**config.mk**
```make
export PLATFORM = sky130hd
export DESIGN_NAME = uart_fifo_core
export DESIGN_NICKNAME = d
export VERILOG_FILES = /design/src/rtl/uart_fifo_core.sv
export SDC_FILE = /design/constraint.sdc
export NUM_CORES = 1
export LEC_CHECK = 0
export ABC_AREA = 0
export CAP_MARGIN = 0
export CORE_ASPECT_RATIO = 0.5
export CORE_MARGIN = 3
export CORE_UTILIZATION = 65
export DETAILED_ROUTE_END_ITERATION = 10
export DONT_BUFFER_PORTS = 1
export PLACE_DENSITY_LB_ADDON = 0.05
export SYNTH_ARGS = -nofsm -noshare
export SYNTH_HDL_FRONTEND = slang
export SYNTH_SLANG_ARGS = --single-unit
```
**constraint.sdc**
```tcl
create_clock -name clk -period 9.3 [get_ports clk]
set_clock_uncertainty 0.2 [all_clocks]
set_input_delay 0.93 -clock clk [delete_from_list [all_inputs] [get_ports clk]]
set_output_delay 0.93 -clock clk [all_outputs]
set_load 0.02 [all_outputs]
```
**src/rtl/uart_fifo_core.sv**
```systemverilog
`default_nettype none
// +----------------------------------------------------------------------------+
// | uart_fifo_core : buffered UART, TX/RX FIFOs, sticky errors, runtime baud.  |
// | Optional even parity enabled by defining UART_PARITY_EN.                   |
// | Rev 1.0                                                                    |
// +----------------------------------------------------------------------------+
module uart_fifo_core #(
   parameter int          DATA_BITS  = 8,
   parameter int          TX_DEPTH   = 8,
   parameter int          RX_DEPTH   = 8,
   parameter logic [31:0] RESET_BAUD = 32'd50
) (
   input  logic                        clk,
   input  logic                        rst_n,
   input  logic                        baud_we,
   input  logic [31:0]                 set_baud,
   output logic [31:0]                 get_baud,
   input  logic                        tx_we,
   input  logic [DATA_BITS-1:0]        tx_wdata,
   output logic                        tx_full,
   output logic [$clog2(TX_DEPTH):0]   tx_count,
   output logic                        tx_busy,
   input  logic                        rx_re,
   output logic [DATA_BITS-1:0]        rx_rdata,
   output logic                        rx_empty,
   output logic [$clog2(RX_DEPTH):0]   rx_count,
   output logic                        rx_overrun,
   output logic                        frame_err,
   output logic                        parity_err,
   input  logic                        clr_err,
   input  logic                        RX,
   output logic                        TX
);

   localparam int TX_AW = $clog2(TX_DEPTH);
   localparam int RX_AW = $clog2(RX_DEPTH);
   localparam logic [TX_AW:0] c_TX_FULL  = (TX_AW+1)'(TX_DEPTH);
   localparam logic [RX_AW:0] c_RX_FULL  = (RX_AW+1)'(RX_DEPTH);
   localparam logic [2:0]     c_LAST_BIT = 3'(DATA_BITS-1);

   localparam logic [2:0] c_IDLE   = 3'd0;
   localparam logic [2:0] c_START  = 3'd1;
   localparam logic [2:0] c_DATA   = 3'd2;
   localparam logic [2:0] c_PARITY = 3'd3;
   localparam logic [2:0] c_STOP   = 3'd4;

`ifdef UART_PARITY_EN
   localparam logic c_PAR_EN = 1'b1;
`else
   localparam logic c_PAR_EN = 1'b0;
`endif

   // ---------------- baud register ----------------
   logic [31:0] r_baud;
   logic [31:0] w_baud_eff;

   always_ff @(posedge clk or negedge rst_n) begin
      if (!rst_n)       r_baud <= RESET_BAUD;
      else if (baud_we) r_baud <= set_baud;
   end

   assign get_baud   = r_baud;
   assign w_baud_eff = (r_baud < 32'd2) ? 32'd2 : r_baud;

   // ---------------- TX FIFO ----------------
   logic [DATA_BITS-1:0] r_tx_mem [TX_DEPTH];
   logic [TX_AW-1:0]     r_tx_wptr, r_tx_rptr;
   logic [TX_AW:0]       r_tx_count;
   logic                 w_tx_push, w_tx_pop;
   logic [DATA_BITS-1:0] w_tx_head;

   assign tx_full   = (r_tx_count == c_TX_FULL);
   assign tx_count  = r_tx_count;
   assign w_tx_push = tx_we && (!tx_full || w_tx_pop);
   assign w_tx_head = r_tx_mem[r_tx_rptr];

   always_ff @(posedge clk) begin
      if (w_tx_push) r_tx_mem[r_tx_wptr] <= tx_wdata;
   end

   always_ff @(posedge clk or negedge rst_n) begin
      if (!rst_n) begin
         r_tx_wptr  <= '0;
         r_tx_rptr  <= '0;
         r_tx_count <= '0;
      end else begin
         if (w_tx_push) r_tx_wptr <= r_tx_wptr + 1'b1;
         if (w_tx_pop)  r_tx_rptr <= r_tx_rptr + 1'b1;
         if (w_tx_push && !w_tx_pop)      r_tx_count <= r_tx_count + 1'b1;
         else if (!w_tx_push && w_tx_pop) r_tx_count <= r_tx_count - 1'b1;
      end
   end

   // ---------------- TX engine ----------------
   logic [2:0]           r_tx_state, w_tx_state_nxt;
   logic [31:0]          r_tx_cnt, r_tx_period;
   logic [2:0]           r_tx_bit;
   logic [DATA_BITS-1:0] r_tx_shift;
   logic                 r_tx_par;
   logic                 r_tx_line, w_tx_line;
   logic                 r_tx_busy;
   logic                 w_tx_bit_end, w_tx_load;

   assign w_tx_bit_end = (r_tx_cnt == r_tx_period - 32'd1);
   // Every bit boundary restarts the counter and re-latches the baud period.
   assign w_tx_load    = (w_tx_state_nxt != r_tx_state) ||
                         ((r_tx_state == c_DATA) && w_tx_bit_end);

   always_ff @(posedge clk or negedge rst_n) begin
      if (!rst_n) r_tx_state <= c_IDLE;
      else        r_tx_state <= w_tx_state_nxt;
   end

   always_comb begin
      w_tx_state_nxt = r_tx_state;
      w_tx_pop       = 1'b0;
      case (r_tx_state)
         c_IDLE: if (r_tx_count != '0) begin
            w_tx_pop       = 1'b1;
            w_tx_state_nxt = c_START;
         end
         c_START:  if (w_tx_bit_end) w_tx_state_nxt = c_DATA;
         c_DATA:   if (w_tx_bit_end && (r_tx_bit == c_LAST_BIT))
                      w_tx_state_nxt = c_PAR_EN ? c_PARITY : c_STOP;
         c_PARITY: if (w_tx_bit_end) w_tx_state_nxt = c_STOP;
         c_STOP: if (w_tx_bit_end) begin
            if (r_tx_count != '0) begin
               w_tx_pop       = 1'b1;
               w_tx_state_nxt = c_START;
            end else begin
               w_tx_state_nxt = c_IDLE;
            end
         end
         default: w_tx_state_nxt = c_IDLE;
      endcase
   end

   always_comb begin
      w_tx_line = 1'b1;
      case (r_tx_state)
         c_START:  w_tx_line = 1'b0;
         c_DATA:   w_tx_line = r_tx_shift[0];
         c_PARITY: w_tx_line = r_tx_par;
         default:  w_tx_line = 1'b1;
      endcase
   end

   always_ff @(posedge clk or negedge rst_n) begin
      if (!rst_n) begin
         r_tx_cnt    <= '0;
         r_tx_period <= 32'd2;
         r_tx_bit    <= '0;
         r_tx_shift  <= '0;
         r_tx_par    <= 1'b0;
         r_tx_line   <= 1'b1;
         r_tx_busy   <= 1'b0;
      end else begin
         if (w_tx_load) begin
            r_tx_cnt    <= '0;
            r_tx_period <= w_baud_eff;
         end else if (r_tx_state != c_IDLE) begin
            r_tx_cnt <= r_tx_cnt + 32'd1;
         end
         if (w_tx_pop) begin
            r_tx_shift <= w_tx_head;
            r_tx_par   <= ^w_tx_head;
            r_tx_bit   <= '0;
         end else if ((r_tx_state == c_DATA) && w_tx_bit_end) begin
            r_tx_shift <= r_tx_shift >> 1;
            r_tx_bit   <= r_tx_bit + 3'd1;
         end
         r_tx_line <= w_tx_line;
         r_tx_busy <= (r_tx_state != c_IDLE) || (r_tx_count != '0);
      end
   end

   assign TX      = r_tx_line;
   assign tx_busy = r_tx_busy;

   // ---------------- RX engine ----------------
   logic                 r_rx_s1, r_rx_s2, r_rx_prev;
   logic [2:0]           r_rx_state, w_rx_state_nxt;
   logic [31:0]          r_rx_cnt, r_rx_period;
   logic [2:0]           r_rx_bit;
   logic [DATA_BITS-1:0] r_rx_shift;
   logic                 w_rx_fall, w_rx_half_end, w_rx_bit_end, w_rx_load;
   logic                 w_rx_stop_smp, w_rx_par_ok;
   logic                 w_rx_good, w_rx_frame_bad, w_rx_par_bad;
   logic                 w_rx_push, w_rx_pop, w_rx_ovr;

   always_ff @(posedge clk or negedge rst_n) begin
      if (!rst_n) begin
         r_rx_s1   <= 1'b1;
         r_rx_s2   <= 1'b1;
         r_rx_prev <= 1'b1;
      end else begin
         r_rx_s1   <= RX;
         r_rx_s2   <= r_rx_s1;
         r_rx_prev <= r_rx_s2;
      end
   end

   assign w_rx_fall     = r_rx_prev && !r_rx_s2;
   assign w_rx_half_end = (r_rx_cnt == (r_rx_period >> 1) - 32'd1);
   assign w_rx_bit_end  = (r_rx_cnt == r_rx_period - 32'd1);
   assign w_rx_load     = (w_rx_state_nxt != r_rx_state) ||
                          ((r_rx_state == c_DATA) && w_rx_bit_end);

   always_ff @(posedge clk or negedge rst_n) begin
      if (!rst_n) r_rx_state <= c_IDLE;
      else        r_rx_state <= w_rx_state_nxt;
   end

   always_comb begin
      w_rx_state_nxt = r_rx_state;
      case (r_rx_state)
         c_IDLE:   if (w_rx_fall) w_rx_state_nxt = c_START;
         c_START:  if (w_rx_half_end) w_rx_state_nxt = r_rx_s2 ? c_IDLE : c_DATA;
         c_DATA:   if (w_rx_bit_end && (r_rx_bit == c_LAST_BIT))
                      w_rx_state_nxt = c_PAR_EN ? c_PARITY : c_STOP;
         c_PARITY: if (w_rx_bit_end) w_rx_state_nxt = c_STOP;
         c_STOP:   if (w_rx_bit_end) w_rx_state_nxt = c_IDLE;
         default:  w_rx_state_nxt = c_IDLE;
      endcase
   end

   always_comb begin
      w_rx_stop_smp  = (r_rx_state == c_STOP) && w_rx_bit_end;
      w_rx_frame_bad = w_rx_stop_smp && !r_rx_s2;
      w_rx_par_bad   = w_rx_stop_smp && !w_rx_par_ok;
      w_rx_good      = w_rx_stop_smp && r_rx_s2 && w_rx_par_ok;
      w_rx_push      = w_rx_good && (!(rx_count == c_RX_FULL) || w_rx_pop);
      w_rx_ovr       = w_rx_good && (rx_count == c_RX_FULL) && !w_rx_pop;
   end

   always_ff @(posedge clk or negedge rst_n) begin
      if (!rst_n) begin
         r_rx_cnt    <= '0;
         r_rx_period <= 32'd2;
         r_rx_bit    <= '0;
         r_rx_shift  <= '0;
      end else begin
         if (w_rx_load) begin
            r_rx_cnt    <= '0;
            r_rx_period <= w_baud_eff;
         end else if (r_rx_state != c_IDLE) begin
            r_rx_cnt <= r_rx_cnt + 32'd1;
         end
         if (r_rx_state == c_START) begin
            r_rx_bit <= '0;
         end else if ((r_rx_state == c_DATA) && w_rx_bit_end) begin
            r_rx_shift <= {r_rx_s2, r_rx_shift[DATA_BITS-1:1]};
            r_rx_bit   <= r_rx_bit + 3'd1;
         end
      end
   end

`ifdef UART_PARITY_EN
   logic r_rx_par_bit;
   logic r_parity_err;

   always_ff @(posedge clk or negedge rst_n) begin
      if (!rst_n) begin
         r_rx_par_bit <= 1'b0;
         r_parity_err <= 1'b0;
      end else begin
         if ((r_rx_state == c_PARITY) && w_rx_bit_end) r_rx_par_bit <= r_rx_s2;
         if (w_rx_par_bad)  r_parity_err <= 1'b1;
         else if (clr_err)  r_parity_err <= 1'b0;
      end
   end

   // Even parity: data bits XOR parity bit must be zero.
   assign w_rx_par_ok = ((^r_rx_shift) == r_rx_par_bit);
   assign parity_err  = r_parity_err;
`else
   assign w_rx_par_ok = 1'b1;
   assign parity_err  = 1'b0;
`endif

   // ---------------- RX FIFO and sticky flags ----------------
   logic [DATA_BITS-1:0] r_rx_mem [RX_DEPTH];
   logic [RX_AW-1:0]     r_rx_wptr, r_rx_rptr;
   logic [RX_AW:0]       r_rx_count;
   logic                 r_rx_overrun, r_frame_err;

   assign rx_count = r_rx_count;
   assign rx_empty = (r_rx_count == '0);
   assign rx_rdata = rx_empty ? '0 : r_rx_mem[r_rx_rptr];
   assign w_rx_pop = rx_re && !rx_empty;

   always_ff @(posedge clk) begin
      if (w_rx_push) r_rx_mem[r_rx_wptr] <= r_rx_shift;
   end

   always_ff @(posedge clk or negedge rst_n) begin
      if (!rst_n) begin
         r_rx_wptr    <= '0;
         r_rx_rptr    <= '0;
         r_rx_count   <= '0;
         r_rx_overrun <= 1'b0;
         r_frame_err  <= 1'b0;
      end else begin
         if (w_rx_push) r_rx_wptr <= r_rx_wptr + 1'b1;
         if (w_rx_pop)  r_rx_rptr <= r_rx_rptr + 1'b1;
         if (w_rx_push && !w_rx_pop)      r_rx_count <= r_rx_count + 1'b1;
         else if (!w_rx_push && w_rx_pop) r_rx_count <= r_rx_count - 1'b1;
         if (w_rx_ovr)      r_rx_overrun <= 1'b1;
         else if (clr_err)  r_rx_overrun <= 1'b0;
         if (w_rx_frame_bad) r_frame_err <= 1'b1;
         else if (clr_err)   r_frame_err <= 1'b0;
      end
   end

   assign rx_overrun = r_rx_overrun;
   assign frame_err  = r_frame_err;

endmodule
`default_nettype wire

```
==> results of run 1 <==
[power by group through the flow]
| stage | clock [mW] | sequential [mW] | combinational (mW) |
|---|---|---|---|
| 2_1_floorplan | 0 | 1.96 | 1.09 |
| 3_3_place_gp | 0 | 2.24 | 1.04 |
| 3_5_place_dp | 0 | 2.25 | 1.07 |
| 4_1_cts | 1.19 | 2.23 | 1.10 |
| 5_1_grt | 1.24 | 2.27 | 1.21 |
| 6_report | 1.17 | 2.23 | 1.10 |
[what timing repair did]
item | CTS | global route
endpoints found under the setup margin | 0 | 0
hold buffers | 2 | 0
hold endpoints to repair | 209 | 0
[critical path: cells and delay by family (launching register included)]
family | cells | cell delay, ns
and+or+nand+nor | 7 | 1.78
AOI/OAI and AO/OA | 4 | 1.44
buffers and inverters | 3 | 0.32
xor gates and xnor gates | 2 | 0.27
adders and majority gates | 3 | 0.74
DFF | 1 | 0.46
[metrics by stage]
stage	util (%)	hold WS, ns	total power [mW]
4_1_cts	71.3	0.139	4.51
5_1_grt	71.3	0.132	4.73
3_5_place_dp	67.9	0.159	3.32
2_1_floorplan	-	0.145	3.05
3_3_place_gp	67.9	0.147	3.28
6_report	71.3	0.164	4.50
[routing by layer]
layer  vias up  GRT usage (%)
met5         -              0
met3        69           4.67
li1       5476              -
met1      6092           36.5
met4         0           6.31
met2       314           45.3
[cell usage after synthesis, types with 37 or more instances]
cell and instances:
clkbuf_1 45, dfrtp_1 207, edfxtp_1 128, mux2_2 56, nand2_1 60, nand3_1 47, nand4_1 37, nor2_1 109
nor3_1 72, xnor2_1 112, xor2_1 93
[path summary, 6_finish.rpt]
kind | to | slack [ns] | depth (start not counted)
min | r_rx_s1$_DFF_PN1_ | 0.16 | 0
max in group asynchronous | r_rx_s2$_DFF_PN1_ | 7.86 | 1
max | tx_count[3]$_DFFE_PN0P_ | 3.96 | 19
max reg2reg | tx_count[3]$_DFFE_PN0P_ | 3.96 | 19
min in group asynchronous | r_tx_shift[5]$_DFFE_PN0P_ | 0.18 | 1
min reg2reg | r_rx_s2$_DFF_PN1_ | 0.17 | 0
[registers in the layout, summed over array words and instances, names as in the netlist, 3 cells and up]
name         count
r_tx_period     32
r_tx_wptr        3
r_rx_mem        64
r_rx_rptr        3
get_baud        32
r_rx_period     32
r_rx_cnt        32
r_rx_shift       8
r_tx_mem        64
rx_count         4
r_rx_wptr        3
r_tx_state       3
r_rx_bit         3
r_rx_state       3
r_tx_rptr        3
tx_count         4
r_tx_bit         3
r_tx_cnt        32
r_tx_shift       8
[final cells by class]
type,instances,area share (%)
clock inverters,16,0.597
well taps,374,2.43
clock buffers,37,3.97
inverters,31,0.604
multi-input cells,1037,43.4
flip-flops and latches,344,48.1
repair buffers,20,0.896
[kinds of logic (layout without fill, tap and decap cells)]
family | Yosys count | count (layout) | synth area share, %
other cells | 1 | 1 | 0.0206
simple gates | 498 | 498 | 15.7
fa+ha+maj | 21 | 21 | 1.52
mux | 172 | 172 | 13.0
compound gates | 139 | 139 | 5.60
flops | 344 | 344 | 50.8
xor+xnor | 206 | 206 | 9.97
buf+inv | 127 | 104 | 3.32
==> out/results.txt, run 1 <==
Initial Utilization: 67.5%
Ys Warns: 0
critical path peak fanout: 13
Peak Freq: 187 MHz
leading area contributor after synthesis: dfrtp_1
Worst Slack Setup Final: 3.96 ns
WP data required: 9.54 ns
Core Area: 27000 um2
Peak VDD IR: 189 uV
I/O pins: 102
Mapped Avg Cell Area: 12.1 um2
Die Y: 124 um
DRT Pass-1 Iters: 6
Iteration-0 DRC Markers: 714
Multi-input gate area: 8370 um2
Seq/Total Area, Yosys: 50.8%
Post-synth EDFFs: 128
Yosys cell types: 97
Layout area overhead: 5.71%
Via Count: 11951
GP Congestion: 0.895
first-pass GRT wire length: 65600 um
switching part of the total: 35.1%
CTS sink cnt: 344
static leakage: 7.57 nW
Final period util: 57.4%
most frequent cells in the layout: 207 x dfrtp_1, 128 x edfxtp_1, 112 x xnor2_1
WP data arrival: 5.58 ns
DP HPWL: 28000 um
CTS buffer count: 29
Die Wd: 243 um
TNS Setup: 0 ns
Mapped Cells: 1508
vias in the first global route: 11990
most common cell after layout, fill and taps aside: dfrtp_1
post-detailed-routing wire length: 40100 um
Clk pwr share: 26.0%
largest net degree at the start of global routing: 210
H-tree Lvls: 1
#FFs+latches synth: 344
clk buf depth: 3
postcts setup bufs: 0
sequential power share: 49.6%
crit end category: flop
final net count: 1531
Placed Area: 18400 um2
switching power: 1.58 mW
final number of max-transition violations: 0
Least-Margin Pin Slew: 1.17 ns
Slowest-stage cell, CP: a31oi_1
CP cell instances: inv_1 > ha_1 > nor3b_4 > nand4_2 > or4_1 > and4_1 > nor4b_2 > nand4_1 > o21ai_2 > a31oi_1 > inv_1 > ha_1 > inv_1 > ha_1 > a21o_1 > a21oi_1 > xnor2_1 > nor2_1 > xor2_1
hold crit path type: primary input to flop
GR Overflow Total: 0
total internal power: 2.92 mW
wire per inst: 21.6 um
asr flop ratio synth: 62.8%
Top Metal Used: met4
Met3 Wirelength: 1920 um
via/cell ratio: 6.43
synthesized area: 18200 um2
Main synth FF type: dfrtp_1
site row count: 42
layout cells sized above 1: 15.8%
number of cells after detailed placement: 1804
CP max stage delay: 0.89 ns
die footprint: 30200 um2
diode count: 0
WS Path Type: flop to flop
met2 wire len: 19800 um
crit path time final: 5.34 ns
Root Driver: clkbuf_16
post_cts resized: 0
clock-pin slew on the worst setup and hold paths: 0.07 ns
CTS tree: built
syn_nets: 1576
Filler cells: 1895
RSZ-0062 raised after global routing: false
pwr/cell area: 233 nW/um2
Final setup viols: 0
Reg area: 9260 um2
Port Buf Inserts: 0
Final Instance Area: 19300 um2
top cells by area, synth: dfrtp_1 28%, edfxtp_1 21%, xnor2_1 5.4%
Clk Latency, worst-skew pair: 0.58 ns
top cell type's share of synthesized area: 28.4%
Post-Place Setup Slack: 4.07 ns
Worst setup SP type: flop
Critical R2R Launch: r_tx_period[0]$_DFFE_PN0P_
Residual DRC: 0
remaining antenna violation count: 0
Logic pwr share: 24.4%
GRT Overall Usage: 26.8%
Metal-1 WL: 17500 um
initial antenna violation count: 0
Hold Startpoint: RX
status: finished, final reports clean
Slew HR: 22.3%
Layout Cells excl Fill: 1859
critical path startpoint: r_tx_period[0]$_DFFE_PN0P_
# Max-Cap Violations: 0
Final Hold Viols: 0
No activity file was read; power rests on OpenSTA's default activity.
==> run 2, diff against run 1 <==
--- a/config.mk
+++ b/config.mk
@@ -9,7 +9,7 @@
 export CAP_MARGIN = 0
 export CORE_ASPECT_RATIO = 0.5
 export CORE_MARGIN = 3
-export CORE_UTILIZATION = 65
+export CORE_UTILIZATION = 64
 export DETAILED_ROUTE_END_ITERATION = 10
 export DONT_BUFFER_PORTS = 1
 export PLACE_DENSITY_LB_ADDON = 0.05
==> constraint.sdc (replaced) <==
create_clock -name clk -period 5.1 [get_ports clk]
set_clock_uncertainty 0.2 [all_clocks]
set_input_delay 0.51 -clock clk [delete_from_list [all_inputs] [get_ports clk]]
set_output_delay 0.51 -clock clk [all_outputs]
set_load 0.02 [all_outputs]
==> out/results.txt, run 2 (synthesis results as in run 1) <==
largest net degree at the start of global routing: 217
Root Driver: clkbuf_16
Final period util: 93.3%
GP Congestion: 0.955
Placed Area: 18600 um2
Post-Place Setup Slack: 0.258 ns
WP data required: 5.39 ns
post-detailed-routing wire length: 45200 um
Post-CTS Hold Buffers: 76
hold crit path type: primary input to async pin
remaining antenna violation count: 0
Final Instance Area: 20400 um2
pwr/cell area: 431 nW/um2
DRT Pass-1 Iters: 5
critical path peak fanout: 8
site row count: 42
vias in the first global route: 12753
Layout area overhead: 12.1%
Residual DRC: 0
Slowest-stage cell, CP: dfrtp_1
CTS tree: built
Slew HR: 28.5%
GR Overflow Total: 0
Peak Freq: 210 MHz
CP max stage delay: 0.46 ns
CTS buffer count: 30
most common cell after layout, fill and taps aside: dfrtp_1
CTS sink cnt: 344
RSZ-0062 raised after global routing: false
GRT Overall Usage: 29.8%
H-tree Lvls: 1
WP data arrival: 5.05 ns
Clk Latency, worst-skew pair: 0.59 ns
status: complete, but fails checks
Port Buf Inserts: 0
die footprint: 30700 um2
Least-Margin Pin Slew: 1.07 ns
final net count: 1636
Initial Utilization: 67.0%
number of cells after detailed placement: 1832
diode count: 0
via/cell ratio: 6.40
Die Y: 125 um
WS Path Type: flop to flop
crit end category: flop
Worst setup SP type: flop
wire per inst: 23.0 um
clk buf depth: 3
Final Hold Viols: 215
Peak VDD IR: 455 uV
clock-pin slew on the worst setup and hold paths: 0.07 ns
Core Area: 27200 um2
CP cell instances: inv_1 > ha_2 > nor4b_4 > nand2_1 > or4_1 > nor3_1 > o2111ai_1 > nand4b_2 > nor2_2 > nand3_2 > inv_2 > ha_1 > inv_1 > ha_1 > a21o_1 > a21oi_1 > xnor2_1 > nor2_1 > xor2_1
crit path time final: 4.76 ns
Largest regs: r_rx_mem: 64 flops, r_tx_mem: 64 flops
violated checks: hold timing
Worst Slack Setup Final: 0.339 ns
static leakage: 8.13 nW
DP HPWL: 29200 um
Final setup viols: 0
Hold WS: -0.576 ns
layout cells sized above 1: 17.3%
first-pass GRT wire length: 72300 um
final number of max-transition violations: 0
Via Count: 12586
I/O pins: 102
TNS Setup: 0 ns
Die Wd: 245 um
Iteration-0 DRC Markers: 1054
most frequent cells in the layout: 207 x dfrtp_1, 128 x edfxtp_1, 112 x xnor2_1
Layout Cells excl Fill: 1966
# Max-Cap Violations: 0
initial antenna violation count: 1
==> run 2: cell types whose count changed in the layout (fill, tap and decap cells not counted), sizes merged <==
cell / previous run / this run
clkinv: 10 / 5
dlygate4sd3: 1 / 76
clkbuf: 37 / 43
inv: 32 / 33
buf: 19 / 48
bufinv: 1 / 5
clkinvlp: 4 / 1
==> run 2: per-stage QoR <==
| stage | power [mW] | util [%] |
|---|---|---|
| floorplan | 5.55 | - |
| global placement | 6.13 | 68.2 |
| detailed placement | 6.20 | 68.2 |
| CTS | 8.76 | 74.9 |
| global route | 9.21 | 75.1 |
| finish | 8.80 | 75.1 |
==> run 2: final cells by class <==
| cell class | count | area (um2) |
|---|---|---|
| Sequential cell | 344 | 9260 |
| Multi-Input combinational cell | 1037 | 8390 |
| Fill cell | 1766 | 6780 |
| Timing Repair Buffer | 124 | 1130 |
| Clock buffer | 43 | 837 |
| Tap cell | 374 | 468 |
| Clock inverter | 13 | 231 |
| Inverter | 31 | 116 |
==> run 2: worst max-delay path, delay by kind of cell (launching register included) <==
family                     cells  cell delay [ns]
AOI/OAI and AO/OA              3             0.57
DFF                            1             0.46
buffers and inverters          3             0.32
and+or+nand+nor                8             2.07
xor gates and xnor gates       2             0.29
adders and majority gates      3             0.73
==> run 2: power by group <==
| group | total, mW | internal, mW | switching (mW) |
|---|---|---|---|
| Combinational | 2.34 | 1.14 | 1.19 |
| Clock | 2.49 | 1.41 | 1.08 |
| Sequential | 3.98 | 3.22 | 0.759 |
==> run 2: path summary, 6_finish.rpt <==
kind                       slack, ns                       start  cells past startpoint                       end
max                             0.34  r_rx_period[2]$_DFFE_PN0P_                     19   rx_count[3]$_DFFE_PN0P_
min                            -0.58                       rst_n                      0   r_rx_cnt[3]$_DFFE_PN0P_
max reg2reg                     0.34  r_rx_period[2]$_DFFE_PN0P_                     19   rx_count[3]$_DFFE_PN0P_
min reg2reg                     0.16           r_rx_s1$_DFF_PN1_                      0         r_rx_s2$_DFF_PN1_
max in group asynchronous       4.58                       rst_n                      0  r_tx_cnt[24]$_DFFE_PN0P_
min in group clk                0.02                       rx_re                      2  r_rx_rptr[0]$_DFFE_PN0P_
==> run 2: layer usage <==
| metal | up-vias | global-route usage (%) | part of all wire (%) |
|---|---|---|---|
| met5 | - | 0 | 0 |
| met4 | 0 | 9.74 | 3.2 |
| met3 | 108 | 4.60 | 5.3 |
| met2 | 433 | 51.2 | 50 |
| met1 | 6361 | 39.3 | 42 |
| li1 | 5684 | - | - |
==> run 2: timing repair <==
item,4_1_cts,5_1_grt
setup endpoints to repair,0,2
setup buffers,0,2
gates resized for setup,0,5
endpoints found under the hold margin,317,216
